<file path="src/rtl/firebird_mc_cu_pkg.sv">
// firebird_pkg: shared definitions for the Firebird multi-cycle control unit.
//   state_e      : FSM state encodings (also exported on the debug state port)
//   OP_*         : RV32I major opcodes handled by the dispatcher
//   ALU_OP_*, SRC_A_*, SRC_B_*, PC_SRC_*, WB_SEL_* : datapath select codes
//   ctrl_t       : bundle of every control output, built per state
package firebird_pkg;

  typedef enum logic [3:0] {
    S_FETCH    = 4'd0,
    S_DECODE   = 4'd1,
    S_EXEC_R   = 4'd2,
    S_EXEC_I   = 4'd3,
    S_EXEC_LUI = 4'd4,
    S_ADDR     = 4'd5,
    S_MEM_RD   = 4'd6,
    S_MEM_WR   = 4'd7,
    S_WB_ALU   = 4'd8,
    S_WB_MEM   = 4'd9,
    S_BRANCH   = 4'd10,
    S_JAL      = 4'd11,
    S_JALR     = 4'd12,
    S_TRAP     = 4'd13
  } state_e;

  localparam logic [6:0] OP_R      = 7'b0110011;
  localparam logic [6:0] OP_IMM    = 7'b0010011;
  localparam logic [6:0] OP_LUI    = 7'b0110111;
  localparam logic [6:0] OP_AUIPC  = 7'b0010111;
  localparam logic [6:0] OP_LOAD   = 7'b0000011;
  localparam logic [6:0] OP_STORE  = 7'b0100011;
  localparam logic [6:0] OP_BRANCH = 7'b1100011;
  localparam logic [6:0] OP_JAL    = 7'b1101111;
  localparam logic [6:0] OP_JALR   = 7'b1100111;

  localparam logic [1:0] ALU_OP_ADD = 2'b00;
  localparam logic [1:0] ALU_OP_BR  = 2'b01;
  localparam logic [1:0] ALU_OP_R   = 2'b10;
  localparam logic [1:0] ALU_OP_I   = 2'b11;

  localparam logic [1:0] SRC_A_PC    = 2'b00;
  localparam logic [1:0] SRC_A_RS1   = 2'b01;
  localparam logic [1:0] SRC_A_OLDPC = 2'b10;
  localparam logic [1:0] SRC_A_ZERO  = 2'b11;

  localparam logic [1:0] SRC_B_RS2  = 2'b00;
  localparam logic [1:0] SRC_B_FOUR = 2'b01;
  localparam logic [1:0] SRC_B_IMM  = 2'b10;

  localparam logic [1:0] PC_SRC_ALU    = 2'b00;
  localparam logic [1:0] PC_SRC_ALUOUT = 2'b01;

  localparam logic [1:0] WB_SEL_ALU = 2'b00;
  localparam logic [1:0] WB_SEL_MEM = 2'b01;
  localparam logic [1:0] WB_SEL_PC  = 2'b10;

  typedef struct packed {
    logic       pc_write;
    logic       old_pc_write;
    logic       ir_write;
    logic       iord;
    logic       mem_read;
    logic       mem_write;
    logic [1:0] pc_src;
    logic [1:0] alu_src_a;
    logic [1:0] alu_src_b;
    logic [1:0] alu_op;
    logic [1:0] mem_to_reg;
    logic       reg_write;
  } ctrl_t;

endpackage

</file>
<file path="src/rtl/firebird_mc_cu_if.sv">
// firebird_mc_cu_if: control-unit <-> datapath/memory bundle.
//   master : control unit side (consumes opcode/mem_ready/branch_taken,
//            drives selects, enables, debug state and sticky flags)
//   slave  : datapath side (mirror image)
interface firebird_mc_cu_if;
  logic [6:0] opcode;
  logic       mem_ready;
  logic       branch_taken;
  logic       pc_write;
  logic       old_pc_write;
  logic       ir_write;
  logic       iord;
  logic       mem_read;
  logic       mem_write;
  logic [1:0] pc_src;
  logic [1:0] alu_src_a;
  logic [1:0] alu_src_b;
  logic [1:0] alu_op;
  logic [1:0] mem_to_reg;
  logic       reg_write;
  logic [3:0] state;
  logic       illegal_op;
  logic       mem_timeout;

  modport master (
    input  opcode, mem_ready, branch_taken,
    output pc_write, old_pc_write, ir_write, iord, mem_read, mem_write,
           pc_src, alu_src_a, alu_src_b, alu_op, mem_to_reg, reg_write,
           state, illegal_op, mem_timeout
  );

  modport slave (
    output opcode, mem_ready, branch_taken,
    input  pc_write, old_pc_write, ir_write, iord, mem_read, mem_write,
           pc_src, alu_src_a, alu_src_b, alu_op, mem_to_reg, reg_write,
           state, illegal_op, mem_timeout
  );
endinterface

</file>
<file path="src/rtl/firebird_mc_cu_dispatch.sv">
// firebird_mc_cu_dispatch: combinational opcode -> post-DECODE state map.
//   i_opcode  : instr[6:0]
//   o_next    : state to enter after DECODE
//   o_illegal : opcode is not supported (o_next is S_TRAP)
module firebird_mc_cu_dispatch
  import firebird_pkg::*;
(
  input  logic [6:0] i_opcode,
  output state_e     o_next,
  output logic       o_illegal
);

  always_comb begin
    o_next    = S_TRAP;
    o_illegal = 1'b0;
    case (i_opcode)
      OP_R:               o_next = S_EXEC_R;
      OP_IMM:             o_next = S_EXEC_I;
      OP_LUI:             o_next = S_EXEC_LUI;
      // old_pc+imm is already in alu_out from DECODE; write it straight back
      OP_AUIPC:           o_next = S_WB_ALU;
      OP_LOAD, OP_STORE:  o_next = S_ADDR;
      OP_BRANCH:          o_next = S_BRANCH;
      OP_JAL:             o_next = S_JAL;
      OP_JALR:            o_next = S_JALR;
      default:            o_illegal = 1'b1;
    endcase
  end

endmodule

</file>
<file path="src/rtl/firebird_mc_cu.sv">
// firebird_mc_cu: multi-cycle Moore control unit for the Firebird core.
//   clk, rst : core clock, synchronous active-high reset
//   bus      : firebird_mc_cu_if.master (opcode/mem_ready/branch_taken in,
//              datapath selects/enables, debug state and sticky flags out)
// Optional: define FIREBIRD_MC_CU_TIMEOUT_EN to trap after MEM_TIMEOUT+1
// consecutive memory wait cycles; otherwise memory waits are unbounded.
module firebird_mc_cu
  import firebird_pkg::*;
#(
  parameter int MEM_TIMEOUT = 15,
  parameter int TMO_W       = 4
) (
  input  logic             clk,
  input  logic             rst,
  firebird_mc_cu_if.master bus
);

  if ((2 ** TMO_W) <= MEM_TIMEOUT) begin : g_bad_tmo_w
    $error("TMO_W too narrow to hold MEM_TIMEOUT");
  end

  state_e r_state;
  state_e w_next;
  state_e w_disp_next;
  logic   w_disp_ill;
  logic   w_tmo_hit;
  logic   r_illegal;
  ctrl_t  w_ctrl;
  ctrl_t  w_out;

  firebird_mc_cu_dispatch u_dispatch (
    .i_opcode  (bus.opcode),
    .o_next    (w_disp_next),
    .o_illegal (w_disp_ill)
  );

`ifdef FIREBIRD_MC_CU_TIMEOUT_EN
  logic             w_wait;
  logic [TMO_W-1:0] r_tmo_cnt;
  logic             r_mem_tmo;

  assign w_wait = ((r_state == S_FETCH) || (r_state == S_MEM_RD) ||
                   (r_state == S_MEM_WR)) && !bus.mem_ready;
  // the count reflects waits already elapsed, so the trap fires on wait
  // cycle MEM_TIMEOUT+1; a same-cycle mem_ready masks it via w_wait
  assign w_tmo_hit = w_wait && (r_tmo_cnt == TMO_W'(MEM_TIMEOUT));

  always_ff @(posedge clk) begin
    if (rst) begin
      r_tmo_cnt <= '0;
      r_mem_tmo <= 1'b0;
    end else begin
      r_tmo_cnt <= w_wait ? r_tmo_cnt + 1'b1 : '0;
      if (w_tmo_hit) r_mem_tmo <= 1'b1;
    end
  end

  assign bus.mem_timeout = r_mem_tmo & ~rst;
`else
  assign w_tmo_hit       = 1'b0;
  assign bus.mem_timeout = 1'b0;
`endif

  always_ff @(posedge clk) begin
    if (rst) begin
      r_state   <= S_FETCH;
      r_illegal <= 1'b0;
    end else begin
      r_state <= w_next;
      if (r_state == S_DECODE && w_disp_ill) r_illegal <= 1'b1;
    end
  end

  always_comb begin
    w_next = r_state;
    case (r_state)
      S_FETCH:    if (bus.mem_ready) w_next = S_DECODE;
                  else if (w_tmo_hit) w_next = S_TRAP;
      S_DECODE:   w_next = w_disp_next;
      S_EXEC_R,
      S_EXEC_I,
      S_EXEC_LUI: w_next = S_WB_ALU;
      S_ADDR:     w_next = (bus.opcode == OP_LOAD) ? S_MEM_RD : S_MEM_WR;
      S_MEM_RD:   if (bus.mem_ready) w_next = S_WB_MEM;
                  else if (w_tmo_hit) w_next = S_TRAP;
      S_MEM_WR:   if (bus.mem_ready) w_next = S_FETCH;
                  else if (w_tmo_hit) w_next = S_TRAP;
      S_WB_ALU,
      S_WB_MEM,
      S_BRANCH,
      S_JAL,
      S_JALR:     w_next = S_FETCH;
      S_TRAP:     w_next = S_TRAP;
      default:    w_next = S_FETCH;
    endcase
  end

  always_comb begin
    w_ctrl = '0;
    case (r_state)
      S_FETCH: begin
        w_ctrl.mem_read  = 1'b1;
        w_ctrl.iord      = 1'b0;
        w_ctrl.alu_src_a = SRC_A_PC;
        w_ctrl.alu_src_b = SRC_B_FOUR;
        w_ctrl.alu_op    = ALU_OP_ADD;
        if (bus.mem_ready) begin
          w_ctrl.ir_write     = 1'b1;
          w_ctrl.pc_write     = 1'b1;
          w_ctrl.pc_src       = PC_SRC_ALU;
          w_ctrl.old_pc_write = 1'b1;
        end
      end
      S_DECODE: begin
        // precompute old_pc+imm: branch/jal target and auipc result
        w_ctrl.alu_src_a = SRC_A_OLDPC;
        w_ctrl.alu_src_b = SRC_B_IMM;
        w_ctrl.alu_op    = ALU_OP_ADD;
      end
      S_EXEC_R: begin
        w_ctrl.alu_src_a = SRC_A_RS1;
        w_ctrl.alu_src_b = SRC_B_RS2;
        w_ctrl.alu_op    = ALU_OP_R;
      end
      S_EXEC_I: begin
        w_ctrl.alu_src_a = SRC_A_RS1;
        w_ctrl.alu_src_b = SRC_B_IMM;
        w_ctrl.alu_op    = ALU_OP_I;
      end
      S_EXEC_LUI: begin
        w_ctrl.alu_src_a = SRC_A_ZERO;
        w_ctrl.alu_src_b = SRC_B_IMM;
        w_ctrl.alu_op    = ALU_OP_ADD;
      end
      S_ADDR: begin
        w_ctrl.alu_src_a = SRC_A_RS1;
        w_ctrl.alu_src_b = SRC_B_IMM;
        w_ctrl.alu_op    = ALU_OP_ADD;
      end
      S_MEM_RD: begin
        w_ctrl.iord     = 1'b1;
        w_ctrl.mem_read = 1'b1;
      end
      S_MEM_WR: begin
        w_ctrl.iord      = 1'b1;
        w_ctrl.mem_write = 1'b1;
      end
      S_WB_ALU: begin
        w_ctrl.reg_write  = 1'b1;
        w_ctrl.mem_to_reg = WB_SEL_ALU;
      end
      S_WB_MEM: begin
        w_ctrl.reg_write  = 1'b1;
        w_ctrl.mem_to_reg = WB_SEL_MEM;
      end
      S_BRANCH: begin
        w_ctrl.alu_src_a = SRC_A_RS1;
        w_ctrl.alu_src_b = SRC_B_RS2;
        w_ctrl.alu_op    = ALU_OP_BR;
        w_ctrl.pc_src    = PC_SRC_ALUOUT;
        w_ctrl.pc_write  = bus.branch_taken;
      end
      S_JAL: begin
        // rd gets the pre-update PC (already PC+4 from FETCH) = link address
        w_ctrl.pc_src     = PC_SRC_ALUOUT;
        w_ctrl.pc_write   = 1'b1;
        w_ctrl.reg_write  = 1'b1;
        w_ctrl.mem_to_reg = WB_SEL_PC;
      end
      S_JALR: begin
        w_ctrl.alu_src_a  = SRC_A_RS1;
        w_ctrl.alu_src_b  = SRC_B_IMM;
        w_ctrl.alu_op     = ALU_OP_ADD;
        w_ctrl.pc_src     = PC_SRC_ALU;
        w_ctrl.pc_write   = 1'b1;
        w_ctrl.reg_write  = 1'b1;
        w_ctrl.mem_to_reg = WB_SEL_PC;
      end
      default: w_ctrl = '0;
    endcase
  end

  assign w_out = rst ? '0 : w_ctrl;

  assign bus.pc_write     = w_out.pc_write;
  assign bus.old_pc_write = w_out.old_pc_write;
  assign bus.ir_write     = w_out.ir_write;
  assign bus.iord         = w_out.iord;
  assign bus.mem_read     = w_out.mem_read;
  assign bus.mem_write    = w_out.mem_write;
  assign bus.pc_src       = w_out.pc_src;
  assign bus.alu_src_a    = w_out.alu_src_a;
  assign bus.alu_src_b    = w_out.alu_src_b;
  assign bus.alu_op       = w_out.alu_op;
  assign bus.mem_to_reg   = w_out.mem_to_reg;
  assign bus.reg_write    = w_out.reg_write;
  assign bus.state        = r_state;
  assign bus.illegal_op   = r_illegal & ~rst;

endmodule

</file>
<file path="src/flat_wrapper.sv">
// flat-port wrapper written by rule: the top's interface ports become plain ports
module firebird_mc_cu_flat import firebird_pkg::*;
#(
  parameter int MEM_TIMEOUT = 15,
  parameter int TMO_W       = 4
)
  (clk, rst, bus_opcode, bus_mem_ready, bus_branch_taken, bus_pc_write, bus_old_pc_write, bus_ir_write, bus_iord, bus_mem_read, bus_mem_write, bus_pc_src, bus_alu_src_a, bus_alu_src_b, bus_alu_op, bus_mem_to_reg, bus_reg_write, bus_state, bus_illegal_op, bus_mem_timeout);
  firebird_mc_cu_if bus_i ();
  input  logic clk;
  input  logic rst;
  input wire logic [$bits(bus_i.opcode)-1:0] bus_opcode;
  input wire logic [$bits(bus_i.mem_ready)-1:0] bus_mem_ready;
  input wire logic [$bits(bus_i.branch_taken)-1:0] bus_branch_taken;
  output wire logic [$bits(bus_i.pc_write)-1:0] bus_pc_write;
  output wire logic [$bits(bus_i.old_pc_write)-1:0] bus_old_pc_write;
  output wire logic [$bits(bus_i.ir_write)-1:0] bus_ir_write;
  output wire logic [$bits(bus_i.iord)-1:0] bus_iord;
  output wire logic [$bits(bus_i.mem_read)-1:0] bus_mem_read;
  output wire logic [$bits(bus_i.mem_write)-1:0] bus_mem_write;
  output wire logic [$bits(bus_i.pc_src)-1:0] bus_pc_src;
  output wire logic [$bits(bus_i.alu_src_a)-1:0] bus_alu_src_a;
  output wire logic [$bits(bus_i.alu_src_b)-1:0] bus_alu_src_b;
  output wire logic [$bits(bus_i.alu_op)-1:0] bus_alu_op;
  output wire logic [$bits(bus_i.mem_to_reg)-1:0] bus_mem_to_reg;
  output wire logic [$bits(bus_i.reg_write)-1:0] bus_reg_write;
  output wire logic [$bits(bus_i.state)-1:0] bus_state;
  output wire logic [$bits(bus_i.illegal_op)-1:0] bus_illegal_op;
  output wire logic [$bits(bus_i.mem_timeout)-1:0] bus_mem_timeout;
  assign bus_i.opcode = bus_opcode;
  assign bus_i.mem_ready = bus_mem_ready;
  assign bus_i.branch_taken = bus_branch_taken;
  assign bus_pc_write = bus_i.pc_write;
  assign bus_old_pc_write = bus_i.old_pc_write;
  assign bus_ir_write = bus_i.ir_write;
  assign bus_iord = bus_i.iord;
  assign bus_mem_read = bus_i.mem_read;
  assign bus_mem_write = bus_i.mem_write;
  assign bus_pc_src = bus_i.pc_src;
  assign bus_alu_src_a = bus_i.alu_src_a;
  assign bus_alu_src_b = bus_i.alu_src_b;
  assign bus_alu_op = bus_i.alu_op;
  assign bus_mem_to_reg = bus_i.mem_to_reg;
  assign bus_reg_write = bus_i.reg_write;
  assign bus_state = bus_i.state;
  assign bus_illegal_op = bus_i.illegal_op;
  assign bus_mem_timeout = bus_i.mem_timeout;
  firebird_mc_cu #(.MEM_TIMEOUT(MEM_TIMEOUT), .TMO_W(TMO_W)) u_core (.clk(clk), .rst(rst), .bus(bus_i));
endmodule
</file>
<file path="config.mk">
export PLATFORM = sky130hd
export DESIGN_NAME = firebird_mc_cu_flat
export DESIGN_NICKNAME = d
export VERILOG_FILES = /design/src/rtl/firebird_mc_cu_pkg.sv /design/src/rtl/firebird_mc_cu_if.sv /design/src/rtl/firebird_mc_cu_dispatch.sv /design/src/rtl/firebird_mc_cu.sv /design/src/flat_wrapper.sv
export SDC_FILE = /design/constraint.sdc
export NUM_CORES = 1
export LEC_CHECK = 0
export CORE_AREA = 3 3 41 50
export CTS_CLUSTER_SIZE = 25
export DETAILED_ROUTE_END_ITERATION = 10
export DIE_AREA = 0 0 44 53
export PLACE_DENSITY_LB_ADDON = 0.25
export SKIP_CTS_REPAIR_TIMING = 1
export SYNTH_ARGS = -nofsm -noshare
export SYNTH_HDL_FRONTEND = slang
export SYNTH_HIERARCHICAL = 1
export SYNTH_SLANG_ARGS = --single-unit
</file>
<file path="constraint.sdc">
create_clock -name clk -period 3.8 [get_ports clk]
set_input_delay 0.95 -clock clk [delete_from_list [all_inputs] [get_ports clk]]
set_output_delay 0.95 -clock clk [all_outputs]
set_load 0.1 [all_outputs]
</file>
# [Word-level counts from Yosys, hierarchy flattened]
# Index checks and enable logic that the tools add are counted.
[word_totals] register_bits=5 in_bits=11 out_inout_bits=23 elab_cells=57
[op_classes] eq_ne=25 n_mux=17 n_bitwise=2 reduce_logical=11
[ops] operator="$pmux 6 s7" n=1
[ops] operator="$pmux 4 s8" n=1
[ops] operator="$pmux 4 s7" n=1
[ops] operator="$eq 4x4->1 const B" n=6
[ops] operator="$eq 7x6->1 const B" n=3
[ops] operator="$eq 7x7->1 const B" n=3
[ops] operator="$mux 17" n=1
[ops] operator="$eq 4x3->1 const B" n=4
[ops] operator="$eq 7x5->1 const B" n=2
[ops] operator="$mux 4" n=3
[ops] operator="$reduce_or 2->1" n=6
[ops] operator="$pmux 3 s3" n=1
[ops] operator="$reduce_or 9->1" n=1
[ops] operator="$eq 4x2->1 const B" n=2
[ops] operator="$eq 7x2->1 const B" n=1
[ops] operator="$mux 1" n=6
[ops] operator="$ne 2x2->1 const B" n=3
[ops] operator="$eq 4x1->1 const B" n=1
[ops] operator="$logic_not 4->1" n=1
[ops] operator="$mux 3" n=1
[ops] operator="$pmux 1 s3" n=1
[ops] operator="$reduce_and 3->1" n=1
[ops] operator="$reduce_or 3->1" n=1
[ops] operator="$mux 2" n=1
[ops] operator="3 further kinds" n=3

# [Logic depth before layout (Yosys ltp)]
# Gate-level depths: netlist (run 1).
[depth] ltp_word=4 mapped_depth=7 depth_no_buf=7

# [Modules after synthesis]
# Netlist (run 1), hierarchy kept.
[modules_own_cells] module="firebird_mc_cu" instances=1 cells_per_inst=79 area_each_um2=551.8 seq_area_each_um2=100.1
[modules_own_cells] module="firebird_mc_cu_dispatch" instances=1 cells_per_inst=18 area_each_um2=121.4 seq_area_each_um2=0.0

# [Worst setup path before layout (run 1)]
# Ideal clock, no wire load.
[synth_path] kind="input -> output" from="input rst" to="output bus_pc_write" t_arrival_ns=5.208 required_time_ns=2.850 path_slack_ns=-2.358 cell_stages=4 n_path_buf=1 path_cell_list="or2_1 clkbuf_1 nor4_1 a31o_1"
[synth_via] elab_chain_cells=1
[synth_lines] item="start: declaration" line="flat_wrapper.sv:10" text="input logic rst;"
[synth_lines] item="$mux 17" line="firebird_mc_cu.sv:183" text="assign w_out = rst ? '0 : w_ctrl;"
[synth_lines] item="end: declaration" line="flat_wrapper.sv:14" text="output wire logic [$bits(bus_i.pc_write)-1:0] bus_pc_write;"
# Every way passes these cells.

# [Worst setup path after layout (run 1)]
# Same ends and word-level chain as after synthesis.

==> summary.md, run 1 <==
| Metric | Value |
|---|---|
| Status | `finished clean` |
| Min-Delay Path Depth | `2` |
| Logic pwr share | `75.0%` |
| Fin crit share | `89.9%` |
| CTS root buf | `clkbuf_4` |
| Flops & latches, synth | `5` |
| Drc violations | `0` |
| Clock Path Buffers | `2` |
| EDFF count, synth | `0` |
| Yosys cell types | `43` |
| Pin count of the biggest net entering global routing | `21` |
| Top-count cell post-synth | `nor2_1` |
| Worst-path clk slew | `50 ps` |
| Grt total ovfl | `0` |
| Final wirelength | `2230 µm` |
| DIE AREA | `2330 µm²` |
| Clock Latency Late Sink | `250 ps` |
| Int Power | `0.296 mW` |
| Share of layout cells above drive strength 1 | `33.1%` |
| Fin nets | `136` |
| Hold Fails Final Rpt | `0` |
| Drt via density | `5.94` |
| RePlAce Congestion | `0.800` |
| Netlist Area Pre-Place | `673 µm²` |
| Switching part of the total | `60.5%` |
| Mapped Cells | `97` |
| RSZ-0062 raised after global routing | `no` |
| CTS tree | `done` |
| Final setup violating endpoints | `0` |
| Crit Path Max Fanout | `8` |
| FF-to-FF path depth | `3` |
| Max-slew headroom | `43.4%` |
| Average size of a mapped cell | `6.94 µm²` |
| DRT antenna net count | `0` |
| Worst r2r dst | `u_core/bus.state[2]` |
| Highest clock rate | `293 MHz` |
| Fillcell total | `123` |
| # rows | `16` |
| Seq/Total Area, Yosys | `14.9%` |
| Clock Skews | `4.14 ps` |
| HPWL Detailed | `1660 µm` |
| Worst R2R Start | `u_core/bus.state[2]` |
| Gr usage total | `20.2%` |
| TNS Setup | `0 ps` |
| Iter 0 DRT Violations | `8` |
| Top-area cell type share of the netlist area | `14.9%` |
| Clock Sinks | `5` |
| Antenna diode count | `0` |
| Final Critical Period | `3420 ps` |
| Critical path required time | `2850 ps` |
| Io pins | `34` |
| Slew Viols, Final | `0` |
| Power per cell area | `605 nW/µm²` |
| Hold path start | `u_core/r_illegal` |
| Cts bufs inserted | `3` |
| Sequential Power Share | `16.3%` |
| Drt wl/cell | `15.7 µm` |
| Post-synth ARST share | `0%` |
| CP Data Arrival Time | `2470 ps` |
| Leakage | `0.451 nW` |
| Synth Flop Type | `dfxtp_1` |
| Type of origin of the critical path | `input port` |
| TritonRoute pass-1 iters | `4` |
| Die Span Y | `53 µm` |
| Initial antenna violation count | `0` |
| First-pass GRT wire length | `3640 µm` |
| Yosys warning count | `6` |
| Port Buffers | `31` |
| Net Sw Power | `0.452 mW` |
| Synth area leaders | `dfxtp_1, nor2b_1, nor2_1` |
| Clock share of power | `8.7%` |
| Worst slew pin tran | `848 ps` |
| Max-cap violations | `0` |
| Horiz. Die Dim | `44 µm` |
| Most frequent cells after synthesis | `nor2_1, nor2b_1, nand2_1` |
| Initial Util | `41.0%` |
| Synth area leader | `dfxtp_1` |
| Hold EP | `u_core/r_illegal` |
| Worst Setup End Kind | `output pin` |
| Worst hold path type | `register to register` |
| Peak supply drop | `0.501 mV` |
| WS Path Type | `input port to output pin` |
| Tot Pwr | `0.748 mW` |
| Number of global-route vias before repair | `846` |
| Area grow syn2layout | `83.6%` |
| H-tree lvl count | `1` |
| Placeable Area | `1640 µm²` |
| R2R setup slack | `2050 ps` |
| Total number of vias | `843` |
==> kinds of logic (layout without fill, tap and decap cells) <==
logic type,Yosys count,count (layout),share of synthesized area [%]
other,1,2,0.557
multiplexers,2,2,3.16
AND/OR/NAND/NOR,51,51,43.9
buffers and inverters,13,39,9.66
flip-flops,5,5,14.9
AO/OA/AOI/OAI,23,23,25.3
XOR/XNOR,2,2,2.60
==> placed cells by master (no fill, tap or decap), types with 2 or more instances in the layout <==
master	synthesis	layout
clkdlybuf4s50_1	0	10
xnor2_1	2	2
clkbuf_4	0	3
nor2b_1	8	8
a21oi_1	4	4
conb_1	1	2
buf_12	0	17
nand3b_1	3	3
nand2_1	7	7
o21ai_1	4	4
o21bai_1	2	2
nor4_4	0	3
buf_4	3	6
nand2b_1	5	5
nor3_2	0	2
dfxtp_1	5	5
nor2_1	9	7
or3_1	2	2
nor3_1	5	2
==> state kept, by name (all words and copies together) (netlist names) <==
name and cells:
u_core/r_illegal 1, u_core/bus.state 4
==> how the worst max path moves through the flow <==
| stage | startpoint | endpoint |
|---|---|---|
| after global routing | rst | bus_pc_write |
| after CTS | rst | bus_pc_write |
| after floorplan | rst | bus_pc_write |
| after detailed placement | rst | bus_pc_write |
| after global placement | rst | bus_mem_write |
| final | rst | bus_pc_write |
==> layer usage <==
layer,vias to the layer above,share of wire [%],global-route usage [%]
li1,402,-,-
met1,405,37,21.5
met2,32,56,39.6
met3,4,5.5,2.38
met4,0,0.94,6.53
met5,-,0,0
==> per-stage QoR <==
stage / std cells / hold WS [ps] / area (µm²) / setup slack, ps / util (%)
detailed placement: 138 / 646 / 1210 / 385 / 73.7
global route: 142 / 691 / 1240 / 301 / 75.3
CTS: 142 / 657 / 1240 / 367 / 75.3
floorplan: 98 / 1020 / 759 / -473 / -
finish: 142 / 659 / 1240 / 385 / 75.3
global placement: 138 / 636 / 1210 / 478 / 73.7
==> power by group through the flow <==
stage | Clock, mW | Combinational (mW) | Sequential, mW
6_report | 0.0654 | 0.561 | 0.122
5_1_grt | 0.0696 | 0.580 | 0.127
4_1_cts | 0.0666 | 0.561 | 0.122
3_5_place_dp | 0 | 0.560 | 0.123
3_3_place_gp | 0 | 0.552 | 0.120
2_1_floorplan | 0 | 0.373 | 0.141
==> worst max-delay path, cell delays in order <==
cell and delay [ps]:
clkdlybuf4s50_1 420, or2_1 420, nor4_4 270, a31o_1 210, buf_12 190
==> layout make-up <==
type	count	area (µm²)	share of cell area [%]
tap	18	22.5	1.82
timing repair buffer	33	485	39.3
multi-input combinational	80	594	48.1
clock buffer	4	26.3	2.13
inverter	2	7.51	0.607
sequential	5	100	8.10
Note: power is estimated with default switching activity, not from simulation.
==> run 2: changes to the inputs <==
--- a/config.mk
+++ b/config.mk
@@ -5,10 +5,11 @@
 export SDC_FILE = /design/constraint.sdc
 export NUM_CORES = 1
 export LEC_CHECK = 0
-export CORE_AREA = 3 3 41 50
+export ABC_AREA = 1
+export CORE_AREA = 3 3 42 51
 export CTS_CLUSTER_SIZE = 25
 export DETAILED_ROUTE_END_ITERATION = 10
-export DIE_AREA = 0 0 44 53
+export DIE_AREA = 0 0 45 54
 export PLACE_DENSITY_LB_ADDON = 0.25
 export SKIP_CTS_REPAIR_TIMING = 1
 export SYNTH_ARGS = -nofsm -noshare
==> run 2 against run 1 <==
Effect of this change:
- non-clock buffer count decreased by 1
- largest power group unchanged
- synthesized cell count increased by 46%
- largest cell class unchanged
- count of clock-buffer cells in the layout unchanged
- sequential power decreased by 11%
==> summary.md, run 2 <==
| Metric | Value |
|---|---|
| Io pins | `34 (unchanged)` |
| HPWL Detailed | `1750 µm (was 1660 µm)` |
| Power per cell area | `859 nW/µm² (was 605 nW/µm²)` |
| # rows | `16 (unchanged)` |
| Leakage | `0.568 nW (was 0.451 nW)` |
| Max-slew headroom | `35.8% (was 43.4%)` |
| Final wirelength | `2020 µm (was 2230 µm)` |
| Hold Fails Final Rpt | `0 (unchanged)` |
| Number of global-route vias before repair | `831 (was 846)` |
| Status | `finished clean (unchanged)` |
| CTS root buf | `clkbuf_4 (unchanged)` |
| Synth area leaders | `nand2_1, dfxtp_1, nor2_1 (was dfxtp_1, nor2b_1, nor2_1)` |
| DRT antenna net count | `0 (unchanged)` |
| CP Data Arrival Time | `2240 ps (was 2470 ps)` |
| Mapped Cells | `142 (was 97)` |
| Cts bufs inserted | `3 (unchanged)` |
| Placeable Area | `1680 µm² (was 1640 µm²)` |
| First-pass GRT wire length | `3310 µm (was 3640 µm)` |
| Port Buffers | `31 (unchanged)` |
| Max-cap violations | `0 (unchanged)` |
| Pin count of the biggest net entering global routing | `14 (was 21)` |
| Top-count cell post-synth | `nand2_1 (was nor2_1)` |
| Share of layout cells above drive strength 1 | `31.0% (was 33.1%)` |
| Total number of vias | `955 (was 843)` |
| RSZ-0062 raised after global routing | `no (unchanged)` |
| RePlAce Congestion | `0.871 (was 0.800)` |
| Gr usage total | `17.4% (was 20.2%)` |
| Type of origin of the critical path | `input port (unchanged)` |
| Drt via density | `4.97 (was 5.94)` |
| Antenna diode count | `0 (unchanged)` |
| Yosys warning count | `6 (unchanged)` |
| Top-area cell type share of the netlist area | `21.5% (was 14.9%)` |
| CTS tree | `done (unchanged)` |
| Slew Viols, Final | `0 (unchanged)` |
| Post-synth ARST share | `0% (unchanged)` |
| Flops & latches, synth | `5 (unchanged)` |
| Most common cell after layout, fill and taps aside | `nand2_1 (was buf_12)` |
| Netlist Area Pre-Place | `732 µm² (was 673 µm²)` |
| Most frequent cells after synthesis | `nand2_1, nor2_1, inv_1 (was nor2_1, nor2b_1, nand2_1)` |
| Average size of a mapped cell | `5.15 µm² (was 6.94 µm²)` |
| Yosys cell types | `23 (was 43)` |
| H-tree lvl count | `1 (unchanged)` |
| Clock Path Buffers | `2 (unchanged)` |
| EDFF count, synth | `0 (unchanged)` |
| Worst-path clk slew | `40 ps (was 50 ps)` |
| Final setup violating endpoints | `0 (unchanged)` |
| Horiz. Die Dim | `45 µm (was 44 µm)` |
| Area grow syn2layout | `73.7% (was 83.6%)` |
| Seq/Total Area, Yosys | `13.7% (was 14.9%)` |
| TritonRoute pass-1 iters | `4 (unchanged)` |
| DIE AREA | `2430 µm² (was 2330 µm²)` |
| Initial Util | `43.5% (was 41.0%)` |
| Initial antenna violation count | `0 (unchanged)` |
| TNS Setup | `0 ps (unchanged)` |
| Clock Skews | `6.40 ps (was 4.14 ps)` |
| Grt total ovfl | `0 (unchanged)` |
| Final Critical Period | `3190 ps (was 3420 ps)` |
| Place WS | `607 ps (was 385 ps)` |
| Drt wl/cell | `10.5 µm (was 15.7 µm)` |
| Peak supply drop | `0.892 mV (was 0.501 mV)` |
| Synth Flop Type | `dfxtp_1 (unchanged)` |
| Clock Sinks | `5 (unchanged)` |
| Worst hold path type | `register to register (unchanged)` |
| Synth area leader | `nand2_1 (was dfxtp_1)` |
| Worst Setup End Kind | `output pin (unchanged)` |
| Fin crit share | `84.0% (was 89.9%)` |
| Largest register FFs | `4 (unchanged)` |
| Die Span Y | `54 µm (was 53 µm)` |
| Highest clock rate | `313 MHz (was 293 MHz)` |
| WS Path Type | `input port to output pin (unchanged)` |
| Crit Path Max Fanout | `13 (was 8)` |
| Drc violations | `0 (unchanged)` |
| Iter 0 DRT Violations | `24 (was 8)` |
| Most frequent cells in the layout | `nand2_1, nor2_1, buf_12 (was buf_12, clkdlybuf4s50_1, nor2b_1)` |
| Clock Latency Late Sink | `240 ps (was 250 ps)` |
| Critical path required time | `2850 ps (about the same)` |
| Worst slew pin tran | `960 ps (was 848 ps)` |
| Final setup margin | `606 ps (was 385 ps)` |
| Fin nets | `186 (was 136)` |
## run 2: cell types whose count changed in the layout (fill, tap and decap cells not counted), moves of 3 or more
cell / previous run / this run
inv_2: 1 / 4
nand2_2: 0 / 5
nor2_2: 1 / 8
nand2_1: 7 / 42
nor2_1: 7 / 23
nor4_4: 3 / 0
nand3_1: 1 / 6
inv_1: 1 / 16
nand2b_1: 5 / 0
a21oi_2: 0 / 7
nor2b_1: 8 / 0
nand3b_1: 3 / 0
## run 2: metrics by stage
step	std cells	utilization (%)	instance area, µm²	total power, mW	hold WS (ps)
after floorplan	143	-	773	0.764	436
after global placement	188	74.0	1240	1.02	451
after detailed placement	188	74.0	1240	1.03	472
after CTS	192	75.6	1270	1.10	480
after global routing	192	75.6	1270	1.14	485
final	192	75.6	1270	1.09	471
## run 2: layout make-up
cell class | instances | area, µm²
flip-flops and latches | 5 | 100
multi-input cells | 111 | 559
fillers | 140 | 410
repair buffers | 32 | 480
well taps | 18 | 22.5
inverters | 22 | 82.6
clock buffers | 4 | 26.3
## run 2: final timing paths
| path | cells after the start | to | from | slack (ps) |
|---|---|---|---|---|
| setup / recovery | 4 | bus_mem_write | rst | 610 |
| hold reg to reg | 2 | u_core/r_illegal | u_core/r_illegal | 470 |
| setup reg to reg | 7 | u_core/bus.state[3] | u_core/bus.state[0] | 2510 |
| hold / removal | 2 | u_core/r_illegal | u_core/r_illegal | 470 |
## run 2: per-layer routing
layer  wire length, µm  vias up  global-route usage, %
met2              1090       27                   33.3
met1               824      429                   20.0
met3               103        0                   2.34
li1                  -      499                      -
met4                 0        0                   3.41
met5                 0        -                      0
## run 2: critical path, stage by stage
cell             delay (ps)
clkdlybuf4s50_1         560
buf_4                   270
nor3_2                  250
buf_12                  210
## run 2: kinds of logic after synthesis
group	Yosys count	share of synthesized area [%]
and+or+nand+nor	91	55.7
buffers and inverters	27	15.6
AOI/OAI and AO/OA	18	14.5
DFF	5	13.7
other	1	0.512
## run 2: where the power goes
| group | total [mW] | internal, mW | leakage [nW] | switching (mW) |
|---|---|---|---|---|
| Clock | 0.0607 | 0.0396 | 0.0150 | 0.0210 |
| Sequential | 0.108 | 0.0730 | 0.0411 | 0.0349 |
| Combinational | 0.923 | 0.273 | 0.512 | 0.650 |
| Total | 1.09 | 0.386 | 0.568 | 0.706 |
